===== src/rtl/regfile_wb_scheduler_pkg.sv =====
// Shared types for the register-file write-back scheduler.
// The write-back request is the unit buffered by the load-return FIFO.
package regfile_wb_scheduler_pkg;

    localparam int REG_ADDR_WIDTH = 5;
    localparam int REG_WIDTH      = 32;
    localparam int NUM_REGS       = 1 << REG_ADDR_WIDTH;

    typedef logic [REG_ADDR_WIDTH-1:0] reg_addr_t;
    typedef logic [REG_WIDTH-1:0]      reg_data_t;

    typedef struct packed {
        reg_addr_t rd;
        reg_data_t wd;
    } wb_req_t;

    // Which requester owns the register-file write port this cycle.
    typedef enum logic [1:0] {
        GRANT_NONE = 2'd0,
        GRANT_EXE  = 2'd1,
        GRANT_FIFO = 2'd2
    } grant_e;

endpackage


===== src/rtl/regfile_wb_scheduler_if.sv =====
// Bundle of the execute, load-issue, load-return, issue-stage and register-file
// signals around the write-back scheduler.
interface regfile_wb_scheduler_if;
    import regfile_wb_scheduler_pkg::*;

    // Handshakes are valid/ready: a transfer happens on a posedge where both are
    // high. valid never depends on ready; ready may depend on valid and state.
    logic      exe_valid;
    logic      exe_ready;
    reg_addr_t exe_rd;
    reg_data_t exe_wd;

    logic      ld_issue;
    reg_addr_t ld_issue_rd;
    logic      ld_issue_ready;

    logic      ld_valid;
    logic      ld_ready;
    reg_addr_t ld_rd;
    reg_data_t ld_wd;

    reg_addr_t rs1;
    reg_addr_t rs2;
    logic      hazard;

    reg_addr_t rf_rd;
    reg_data_t rf_wd;
    logic      rf_we;

    modport master (
        output exe_valid, exe_rd, exe_wd,
        output ld_issue, ld_issue_rd,
        output ld_valid, ld_rd, ld_wd,
        output rs1, rs2,
        input  exe_ready, ld_issue_ready, ld_ready, hazard,
        input  rf_rd, rf_wd, rf_we
    );

    modport slave (
        input  exe_valid, exe_rd, exe_wd,
        input  ld_issue, ld_issue_rd,
        input  ld_valid, ld_rd, ld_wd,
        input  rs1, rs2,
        output exe_ready, ld_issue_ready, ld_ready, hazard,
        output rf_rd, rf_wd, rf_we
    );

endinterface


===== src/rtl/regfile_wb_scheduler_wb_fifo.sv =====
// In-order synchronous FIFO of write-back requests, async active-low reset.
// Push is ignored when full and pop when empty.
module regfile_wb_scheduler_wb_fifo
    import regfile_wb_scheduler_pkg::*;
#(
    parameter int DEPTH = 2
) (
    input  logic    clk,
    input  logic    rst_n,
    input  logic    push,
    input  wb_req_t push_data,
    input  logic    pop,
    output wb_req_t head,
    output logic    full,
    output logic    empty
);

    localparam int PW = $clog2(DEPTH);

    logic [PW-1:0] wr_ptr_q, wr_ptr_d;
    logic [PW-1:0] rd_ptr_q, rd_ptr_d;
    logic [PW:0]   count_q, count_d;
    wb_req_t       mem_q [DEPTH];
    wb_req_t       mem_d [DEPTH];
    logic          do_push;
    logic          do_pop;

    assign full  = (count_q == (PW+1)'(DEPTH));
    assign empty = (count_q == '0);
    assign head  = mem_q[rd_ptr_q];

    always_comb begin
        mem_d    = mem_q;
        wr_ptr_d = wr_ptr_q;
        rd_ptr_d = rd_ptr_q;
        count_d  = count_q;
        do_push  = push && !full;
        do_pop   = pop && !empty;
        if (do_push) begin
            mem_d[wr_ptr_q] = push_data;
            wr_ptr_d        = wr_ptr_q + PW'(1);
        end
        if (do_pop) begin
            rd_ptr_d = rd_ptr_q + PW'(1);
        end
        // Pointers wrap naturally because DEPTH is a power of two.
        case ({do_push, do_pop})
            2'b10:   count_d = count_q + (PW+1)'(1);
            2'b01:   count_d = count_q - (PW+1)'(1);
            default: count_d = count_q;
        endcase
    end

    always_ff @(posedge clk or negedge rst_n) begin
        if (!rst_n) begin
            wr_ptr_q <= '0;
            rd_ptr_q <= '0;
            count_q  <= '0;
            for (int i = 0; i < DEPTH; i++) begin
                mem_q[i] <= '0;
            end
        end else begin
            wr_ptr_q <= wr_ptr_d;
            rd_ptr_q <= rd_ptr_d;
            count_q  <= count_d;
            mem_q    <= mem_d;
        end
    end

endmodule


===== src/rtl/regfile_wb_scheduler.sv =====
// Arbitrates the register-file write port between execute results and buffered
// load returns, and tracks in-flight load destinations to flag RAW/WAW hazards.
module regfile_wb_scheduler
    import regfile_wb_scheduler_pkg::*;
#(
    parameter int LQ_DEPTH = 2
) (
    input logic                 clk,
    input logic                 rst_n,
    regfile_wb_scheduler_if.slave bus
);

    localparam int ADDR_WIDTH = REG_ADDR_WIDTH;
    localparam int WIDTH      = REG_WIDTH;

    logic [NUM_REGS-1:0] pending_q, pending_d;

    wb_req_t          fifo_push_data;
    wb_req_t          fifo_head;
    logic             fifo_full;
    logic             fifo_empty;
    logic             fifo_push;
    logic             fifo_pop;
    grant_e           grant;
    logic             exe_ok;
    logic             exe_ready;
    logic             ld_ready;
    logic             ld_issue_ready;
    logic             hazard;
    logic [ADDR_WIDTH-1:0] rf_rd;
    logic [WIDTH-1:0]      rf_wd;
    logic             rf_we;

    assign fifo_push_data.rd = bus.ld_rd;
    assign fifo_push_data.wd = bus.ld_wd;

    regfile_wb_scheduler_wb_fifo #(
        .DEPTH (LQ_DEPTH)
    ) u_wb_fifo (
        .clk       (clk),
        .rst_n     (rst_n),
        .push      (fifo_push),
        .push_data (fifo_push_data),
        .pop       (fifo_pop),
        .head      (fifo_head),
        .full      (fifo_full),
        .empty     (fifo_empty)
    );

    // Every output is forced low while rst_n is asserted, not just the state.
    always_comb begin
        exe_ok         = !((bus.exe_rd != '0) && pending_q[bus.exe_rd]);
        ld_ready       = rst_n && !fifo_full;
        ld_issue_ready = rst_n && ((bus.ld_issue_rd == '0) || !pending_q[bus.ld_issue_rd]);
        hazard         = rst_n && (((bus.rs1 != '0) && pending_q[bus.rs1]) ||
                                   ((bus.rs2 != '0) && pending_q[bus.rs2]));
        fifo_push      = bus.ld_valid && ld_ready;
        grant          = GRANT_NONE;
        if (rst_n) begin
            if (fifo_full) begin
                grant = GRANT_FIFO;
            end else if (bus.exe_valid && exe_ok) begin
                grant = GRANT_EXE;
            end else if (!fifo_empty) begin
                grant = GRANT_FIFO;
            end
        end
    end

    always_comb begin
        exe_ready = 1'b0;
        fifo_pop  = 1'b0;
        rf_rd     = '0;
        rf_wd     = '0;
        rf_we     = 1'b0;
        case (grant)
            GRANT_EXE: begin
                exe_ready = 1'b1;
                rf_rd     = bus.exe_rd;
                rf_wd     = bus.exe_wd;
                rf_we     = (bus.exe_rd != '0);
            end
            GRANT_FIFO: begin
                fifo_pop = 1'b1;
                rf_rd    = fifo_head.rd;
                rf_wd    = fifo_head.wd;
                rf_we    = (fifo_head.rd != '0);
            end
            default: ;
        endcase
    end

    // Set and clear never target the same bit: issue is blocked while pending.
    always_comb begin
        pending_d = pending_q;
        if (fifo_pop && (fifo_head.rd != '0)) begin
            pending_d[fifo_head.rd] = 1'b0;
        end
        if (bus.ld_issue && ld_issue_ready && (bus.ld_issue_rd != '0)) begin
            pending_d[bus.ld_issue_rd] = 1'b1;
        end
    end

    always_ff @(posedge clk or negedge rst_n) begin
        if (!rst_n) begin
            pending_q <= '0;
        end else begin
            pending_q <= pending_d;
        end
    end

    assign bus.exe_ready      = exe_ready;
    assign bus.ld_ready       = ld_ready;
    assign bus.ld_issue_ready = ld_issue_ready;
    assign bus.hazard         = hazard;
    assign bus.rf_rd          = rf_rd;
    assign bus.rf_wd          = rf_wd;
    assign bus.rf_we          = rf_we;

endmodule

===== src/flat_wrapper.sv =====
// flat-port wrapper written by rule: the top's interface ports become plain ports
module regfile_wb_scheduler_flat import regfile_wb_scheduler_pkg::*;
#(
    parameter int LQ_DEPTH = 2
)
  (clk, rst_n, bus_exe_valid, bus_exe_rd, bus_exe_wd, bus_ld_issue, bus_ld_issue_rd, bus_ld_valid, bus_ld_rd, bus_ld_wd, bus_rs1, bus_rs2, bus_exe_ready, bus_ld_issue_ready, bus_ld_ready, bus_hazard, bus_rf_rd, bus_rf_wd, bus_rf_we);
  regfile_wb_scheduler_if bus_i ();
  input logic clk;
  input logic rst_n;
  input wire logic [$bits(bus_i.exe_valid)-1:0] bus_exe_valid;
  input wire logic [$bits(bus_i.exe_rd)-1:0] bus_exe_rd;
  input wire logic [$bits(bus_i.exe_wd)-1:0] bus_exe_wd;
  input wire logic [$bits(bus_i.ld_issue)-1:0] bus_ld_issue;
  input wire logic [$bits(bus_i.ld_issue_rd)-1:0] bus_ld_issue_rd;
  input wire logic [$bits(bus_i.ld_valid)-1:0] bus_ld_valid;
  input wire logic [$bits(bus_i.ld_rd)-1:0] bus_ld_rd;
  input wire logic [$bits(bus_i.ld_wd)-1:0] bus_ld_wd;
  input wire logic [$bits(bus_i.rs1)-1:0] bus_rs1;
  input wire logic [$bits(bus_i.rs2)-1:0] bus_rs2;
  output wire logic [$bits(bus_i.exe_ready)-1:0] bus_exe_ready;
  output wire logic [$bits(bus_i.ld_issue_ready)-1:0] bus_ld_issue_ready;
  output wire logic [$bits(bus_i.ld_ready)-1:0] bus_ld_ready;
  output wire logic [$bits(bus_i.hazard)-1:0] bus_hazard;
  output wire logic [$bits(bus_i.rf_rd)-1:0] bus_rf_rd;
  output wire logic [$bits(bus_i.rf_wd)-1:0] bus_rf_wd;
  output wire logic [$bits(bus_i.rf_we)-1:0] bus_rf_we;
  assign bus_i.exe_valid = bus_exe_valid;
  assign bus_i.exe_rd = bus_exe_rd;
  assign bus_i.exe_wd = bus_exe_wd;
  assign bus_i.ld_issue = bus_ld_issue;
  assign bus_i.ld_issue_rd = bus_ld_issue_rd;
  assign bus_i.ld_valid = bus_ld_valid;
  assign bus_i.ld_rd = bus_ld_rd;
  assign bus_i.ld_wd = bus_ld_wd;
  assign bus_i.rs1 = bus_rs1;
  assign bus_i.rs2 = bus_rs2;
  assign bus_exe_ready = bus_i.exe_ready;
  assign bus_ld_issue_ready = bus_i.ld_issue_ready;
  assign bus_ld_ready = bus_i.ld_ready;
  assign bus_hazard = bus_i.hazard;
  assign bus_rf_rd = bus_i.rf_rd;
  assign bus_rf_wd = bus_i.rf_wd;
  assign bus_rf_we = bus_i.rf_we;
  regfile_wb_scheduler #(.LQ_DEPTH(LQ_DEPTH)) u_core (.clk(clk), .rst_n(rst_n), .bus(bus_i));
endmodule

===== config.mk =====
export PLATFORM = sky130hd
export DESIGN_NAME = regfile_wb_scheduler_flat
export DESIGN_NICKNAME = d
export VERILOG_FILES = /design/src/rtl/regfile_wb_scheduler_pkg.sv /design/src/rtl/regfile_wb_scheduler_if.sv /design/src/rtl/regfile_wb_scheduler_wb_fifo.sv /design/src/rtl/regfile_wb_scheduler.sv /design/src/flat_wrapper.sv
export SDC_FILE = /design/constraint.sdc
export NUM_CORES = 1
export LEC_CHECK = 0
export ABC_AREA = 0
export BUFFER_PORTS_ARGS = -buffer_cell sky130_fd_sc_hd__clkbuf_2
export CAP_MARGIN = 20
export CORE_MARGIN = 3
export CORE_UTILIZATION = 50
export CTS_BUF_LIST = sky130_fd_sc_hd__clkbuf_16
export DETAILED_ROUTE_END_ITERATION = 16
export HOLD_SLACK_MARGIN = 0.12
export PLACE_DENSITY = 0.85
export SETUP_SLACK_MARGIN = 0.2
export SYNTH_ARGS = -nofsm -noshare
export SYNTH_HDL_FRONTEND = slang
export SYNTH_SLANG_ARGS = --single-unit
export TNS_END_PERCENT = 1

===== constraint.sdc =====
create_clock -name clk -period 3.1 [get_ports clk]
set_clock_uncertainty 0.15 [all_clocks]
set_input_delay 0.155 -clock clk [delete_from_list [all_inputs] [get_ports clk]]
set_output_delay 0.155 -clock clk [all_outputs]
set_load 0.02 [all_outputs]

# Yosys cells after proc, flatten, opt, wreduce, memory -nomap -nowiden
# Index checks and enable logic that the tools add are counted.
word_totals:
  reg_bits: 110
  inputBits: 94
  out_inout_bits: 42
  word_cells: 92
classes:
  addsub: 4
  magnitude_cmp: 10
  eq_ne: 5
  mux: 30
  bitwise: 5
  reduce_logical: 30
op_table:
  columns: ["cell", "count"]
  rows:
  - ["2-to-1 mux 37 bit", 4]
  - ["bitwise mux 74 bit", 1]
  - ["2-to-1 mux 32 bit", 2]
  - ["one-hot mux 32 bit (2 select lines)", 1]
  - ["demux 37 bit (select 1 bit)", 1]
  - ["AND 32 bit", 1]
  - ["NOT 32 bit", 1]
  - ["OR 32 bit", 1]
  - ["less-than comparator 5 x 6 -> 1 bit, second input constant", 5]
  - ["nonzero test 5 bit", 5]
  - ["binary-select mux 1 bit (select 5 bit)", 4]
  - ["logical AND 1 bit", 16]
  - ["demux 1 bit (select 5 bit)", 2]
  - ["greater-or-equal comparator 5 x 1 -> 1 bit, second input constant", 2]
  - ["one-hot mux 5 bit (2 select lines)", 1]
  - ["2-to-1 mux 1 bit", 8]
  - ["2-to-1 mux 2 bit", 4]
  - ["equality test 2 bit, second input constant", 3]
  - ["logical NOT 5 bit", 1]
  - ["equality test 2 x 1 -> 1 bit, second input constant", 2]
  - ["greater-or-equal comparator 2 bit, second input constant", 2]
  - ["logical NOT 1 bit", 4]
  - ["NOT 1 -> 2 bit", 2]
  - ["one-hot mux 2 bit (2 select lines)", 1]
  - ["8 further kinds", 10]

# Logic depth before layout (Yosys ltp)
logic_depth:
  word_depth: 14
  depth_mapped: 13
  ltp_nobuf: 11

# Cells and area by module
# A second synthesis with hierarchy kept.
hier_totals:
  hier_cells: 553
  area_unflattened_um2: 6747.7
by_module_without_submodules:
  columns: ["mod", "instances", "cells_per_inst", "area_per_inst_um2", "seq_area_each_um2"]
  rows:
  - ["regfile_wb_scheduler_wb_fifo", 1, 215, 3597.2, 1951.9]
  - ["regfile_wb_scheduler", 1, 338, 3150.5, 800.8]

# Worst setup path before layout
# No wires, ideal clock.
synth_timing:
  kind: "input port to output port"
  startpoint: "input port bus_exe_rd[0]"
  endpoint: "output port bus_rf_wd[13]"
  t_arrival_ns: 2.839
  setup_slack_ns: -0.044
  path_stages: 10
  path_buffers: 3
  cell_sequence: "buf_2 -> mux4_2 -> mux4_2 -> o211ai_1 -> and3_1 -> ha_1 -> clkbuf_1 -> buf_1 -> a22oi_1 -> nor2_1"
synth_between:
  elab_chain_cells: 10
  elab_cells_between_ends: 12
synth_lines:
  columns: ["element", "line_no", "source"]
  rows:
  - ["start, declared", "flat_wrapper.sv:11", "input wire logic [$bits(bus_i.exe_rd)-1:0] bus_exe_rd;"]
  - ["binary-select mux 1 bit (select 5 bit)", "regfile_wb_scheduler.sv:52", "exe_ok = !((bus.exe_rd != '0) && pending_q[bus.exe_rd]);"]
  - ["2-to-1 mux 1 bit (not written as such)", "regfile_wb_scheduler.sv:52", null]
  - ["logical AND 1 bit (*)", "regfile_wb_scheduler.sv:52", null]
  - ["logical NOT 1 bit (*)", "regfile_wb_scheduler.sv:52", null]
  - ["logical AND 1 bit (*)", "regfile_wb_scheduler.sv:62", "end else if (bus.exe_valid && exe_ok) begin"]
  - ["2-to-1 mux 2 bit (*)", "regfile_wb_scheduler.sv:62", null]
  - ["2-to-1 mux 2 bit (*)", "regfile_wb_scheduler.sv:60", "if (fifo_full) begin"]
  - ["2-to-1 mux 2 bit (*)", "regfile_wb_scheduler.sv:59", "if (rst_n) begin"]
  - ["equality test 2 bit or equality test 2 x 1 -> 1 bit (tied branches)", "regfile_wb_scheduler.sv:76", "case (grant)"]
  - ["one-hot mux 32 bit (2 select lines) (*)", "regfile_wb_scheduler.sv:76", null]
  - ["end, declared", "flat_wrapper.sv:25", "output wire logic [$bits(bus_i.rf_wd)-1:0] bus_rf_wd;"]
# Every way passes the cells marked *; elsewhere a longest branch is shown, timed or not. The select of a mux whose other input is x is not followed.

# Final worst setup path
layout_timing:
  startpoint: "register u_core.pending_q[7]"
  endpoint: "output port bus_rf_wd[9]"
layout_between:
  elab_chain_cells: 10
  elab_cells_between_ends: 11
layout_lines:
  columns: ["element", "line_no", "source"]
  rows:
  - ["start, declared", "regfile_wb_scheduler.sv:16", "logic [NUM_REGS-1:0] pending_q, pending_d;"]
  - ["start signal, assigned", "regfile_wb_scheduler.sv:108", "pending_q <= pending_d;"]
  - ["binary-select mux 1 bit (select 5 bit) (*)", "regfile_wb_scheduler.sv:52", null]
  - ["2-to-1 mux 1 bit (not written as such) (*)", "regfile_wb_scheduler.sv:52", null]
  - ["logical AND 1 bit (*)", "regfile_wb_scheduler.sv:52", null]
  - ["logical NOT 1 bit (*)", "regfile_wb_scheduler.sv:52", null]
  - ["logical AND 1 bit (*)", "regfile_wb_scheduler.sv:62", null]
  - ["2-to-1 mux 2 bit (*)", "regfile_wb_scheduler.sv:62", null]
  - ["2-to-1 mux 2 bit (*)", "regfile_wb_scheduler.sv:60", null]
  - ["2-to-1 mux 2 bit (*)", "regfile_wb_scheduler.sv:59", null]
  - ["equality test 2 bit or equality test 2 x 1 -> 1 bit (tied branches)", "regfile_wb_scheduler.sv:76", null]
  - ["one-hot mux 32 bit (2 select lines) (*)", "regfile_wb_scheduler.sv:76", null]
# Marked as above.

==> reports/summary.txt <==
Seq/Total Area, Yosys - 0.430
Vias in the first global route - 6,033
Worst Setup Start Kind - flop
Worst Hold Slack - 0.153 ns
Grt ovf - 0
Commonest non-fill, non-tap cells in the layout - 113 x mux2_2, 109 x clkbuf_2, 109 x dfrtp_1
Detail Placement HPWL - 12,900 um
Post-route setup TNS - -7.78 ns
Yosys warning count - 0
First-pass GRT wire length - 32,100 um
IO buf count - 135
Syn_area_per_cell - 11.8 um2
Pins over their slew limit - 0
VDD IR max - 486 uV
Clock latency on the worst-skew pair - 0.36 ns
Most common cell after layout, fill and taps aside - mux2_2
CP bufs+invs - 2
MaxCap Viol Count - 0
Cell Pwr Density - 911 nW/um2
Max clock buf depth - 2
CTS sink count - 110
Largest cells by area after synthesis - dfrtp_1 43%, mux2_2 20%, mux4_2 10%
Syn nets - 642
Placer Congestion - 0.991
Share of power burned in registers - 0.347
Final worst slack - -0.270 ns
CTS tree - built
Worst-path cell chain - mux4_2 > mux4_2 > o211ai_1 > nand3_1 > ha_4 > buf_12 > a22oi_1 > nor2_2 > clkbuf_8
Area of the die - 14,200 um2
Outcome - finished, violations left
Global route hottest layer - met2
Fin crit period - 3.37 ns
Routed WL - 20,900 um
Setup crit start - u_core.pending_q[7]$_DFF_PN0_
Cell variety after synth - 48
Reg-to-Reg Start - u_core.pending_q[7]$_DFF_PN0_
NumNets Final - 822
RSZ-0062 raised after global routing - yes
Hold Crit Start - bus_ld_issue_rd[4]
Worst path required time - 2.79 ns
Pleak - 0.00365 uW
Die Height - 119 um
Fraction of registers with async set/reset - 1.00
Synth Instances - 544
Worst hold path type - input pin to flop
Fin cells - 897
Routed len/inst - 23.3 um
GR Layer Usage met2 - 0.477
Final worst path period share - 1.09
Share of the synthesized area in the top cell type - 0.430
Residual DRC - 0
Crit path top cell by count - mux4_2
Comb pwr share - 0.509
Setup Viol. Count Final - 38
GRT Total Usage - 0.289
CP max FO - 25
Post-layout util - 0.698
ANT nets after route - 0
Fillcell total - 791
Leading area contributor after synthesis - dfrtp_1
Core Footprint - 12,300 um2
Slowest CP cell - mux4_2
# diodes - 0
Site Rows - 40
Worst-path clk slew - 0.07 ns
Vias - 5,750
Sw Pwr - 3100 uW
DR pass1 iterations - 5
WP data arrival - 3.07 ns
P_int - 4690 uW
Mapped cell area - 6400 um2
Switching share of power - 0.397
Worst path top cell family by delay - multiplexers
Endpoints failing hold - 0
GR Util met1 - 0.360
Largest net degree at the start of global routing - 71
Critical Path Sink Type - output pin
Initial core utilization - 0.522
Share of cells above drive strength 1 - 0.535
Critical path class - flop to output pin
Max-slew headroom - 0.338
Worst-margin pin slew - 0.994 ns
Vias per inst - 6.41
Maximum clock frequency - 297 MHz
Pwr Total - 7790 uW
Io pins - 136
Internal reg-to-reg setup slack - 0 ns
Initial antenna violation count - 0
Clk root buf - clkbuf_16
Met3 Track Usage GR - 0.0641
Clk pwr share - 0.144
DP Cell Count - 834
Initial drt markers - 654
Layout area overhead - 33.6%
Prevailing post-synth register cell - dfrtp_1
Flops & latches, synth - 110
Violated checks - negative setup slack
H-tree Lvls - 3
CTS buffer count - 9
CP max stage delay - 0.48 ns
Post-synth EDFFs - 0
DIE WIDTH - 119 um
## layout make-up
class	instances	area, um2	area share
Tap cell	168	210	0.0246
Clock buffer	9	225	0.0263
Timing Repair Buffer	206	1580	0.185
Sequential cell	110	2750	0.322
Inverter	7	26.3	0.00307
Multi-Input combinational cell	390	3700	0.433
Clock inverter	7	56.3	0.00658
## worst paths after layout
check                                                          end  depth (start not counted)
min in group asynchronous    u_core.u_wb_fifo.mem_q[9]$_DFFE_PN0P_                          3
setup / recovery                                      bus_rf_wd[9]                          9
hold reg to reg             u_core.u_wb_fifo.mem_q[19]$_DFFE_PN0P_                          1
hold / removal                      u_core.pending_q[27]$_DFF_PN0_                          3
setup reg to reg           u_core.u_wb_fifo.count_q[1]$_DFFE_PN0P_                         10
max in group asynchronous    u_core.u_wb_fifo.rd_ptr_q$_DFFE_PN0P_                          4
## per-layer routing
| layer | up-vias | wire length (um) | share of wire |
|---|---|---|---|
| met1 | 2853 | 7670 | 0.37 |
| li1 | 2421 | - | - |
| met4 | 0 | 875 | 0.042 |
| met2 | 389 | 10300 | 0.49 |
| met3 | 87 | 2080 | 0.099 |
| met5 | - | 0 | 0 |
## registers in the layout, indices dropped and copies added, names as in the netlist
signal and cells:
u_core.pending_q 32, u_core.u_wb_fifo.rd_ptr_q 1, u_core.u_wb_fifo.wr_ptr_q 1, u_core.u_wb_fifo.mem_q 74, u_core.u_wb_fifo.count_q 2
## kinds of logic after synthesis
family	share of synthesized area
flip-flops	0.430
XOR/XNOR	0.00548
multiplexers	0.321
adder cells (fa/ha/maj)	0.00782
buffers and inverters	0.0289
AO/OA/AOI/OAI	0.121
AND/OR/NAND/NOR	0.0858
## tightest hold or removal path, delay by kind of cell
family          cells  cell delay, ns
buf+inv             1            0.18
simple gates        1            0.18
compound gates      1            0.09
## power groups by stage
stage | sequential, uW | clock [uW] | combinational (uW)
4_1_cts | 2620 | 1120 | 3700
2_1_floorplan | 2450 | 0 | 2490
3_3_place_gp | 2570 | 0 | 3230
3_5_place_dp | 2650 | 0 | 3370
6_report | 2700 | 1120 | 3970
5_1_grt | 2760 | 1180 | 4210
## timing repair
action,4_1_cts,5_1_grt
gates resized for setup,52,39
setup buffers,5,0
setup endpoints to repair,46,72
hold endpoints to repair,116,0
pin swaps,10,9
gates cloned,2,0
hold buffers,40,0
## Yosys cell counts (all sizes together), types with 3 or more instances
master   instances
mux2i           13
buf             15
o21ai           66
a22oi           39
nor2            48
mux4            29
nand2           16
ha               4
mux2           113
nor3b            4
a21oi            5
dfrtp          110
a2111oi          3
clkbuf          22
nor2b            4
inv              7
nand3           10
## through the flow
stage | cell area (um2) | worst slack (ns)
2_1_floorplan | 6490 | 0.183
3_3_place_gp | 7420 | 0.0938
3_5_place_dp | 7420 | -0.00319
4_1_cts | 8440 | -0.156
5_1_grt | 8550 | -0.320
6_report | 8550 | -0.270
Power figures use the tool's default switching activity.
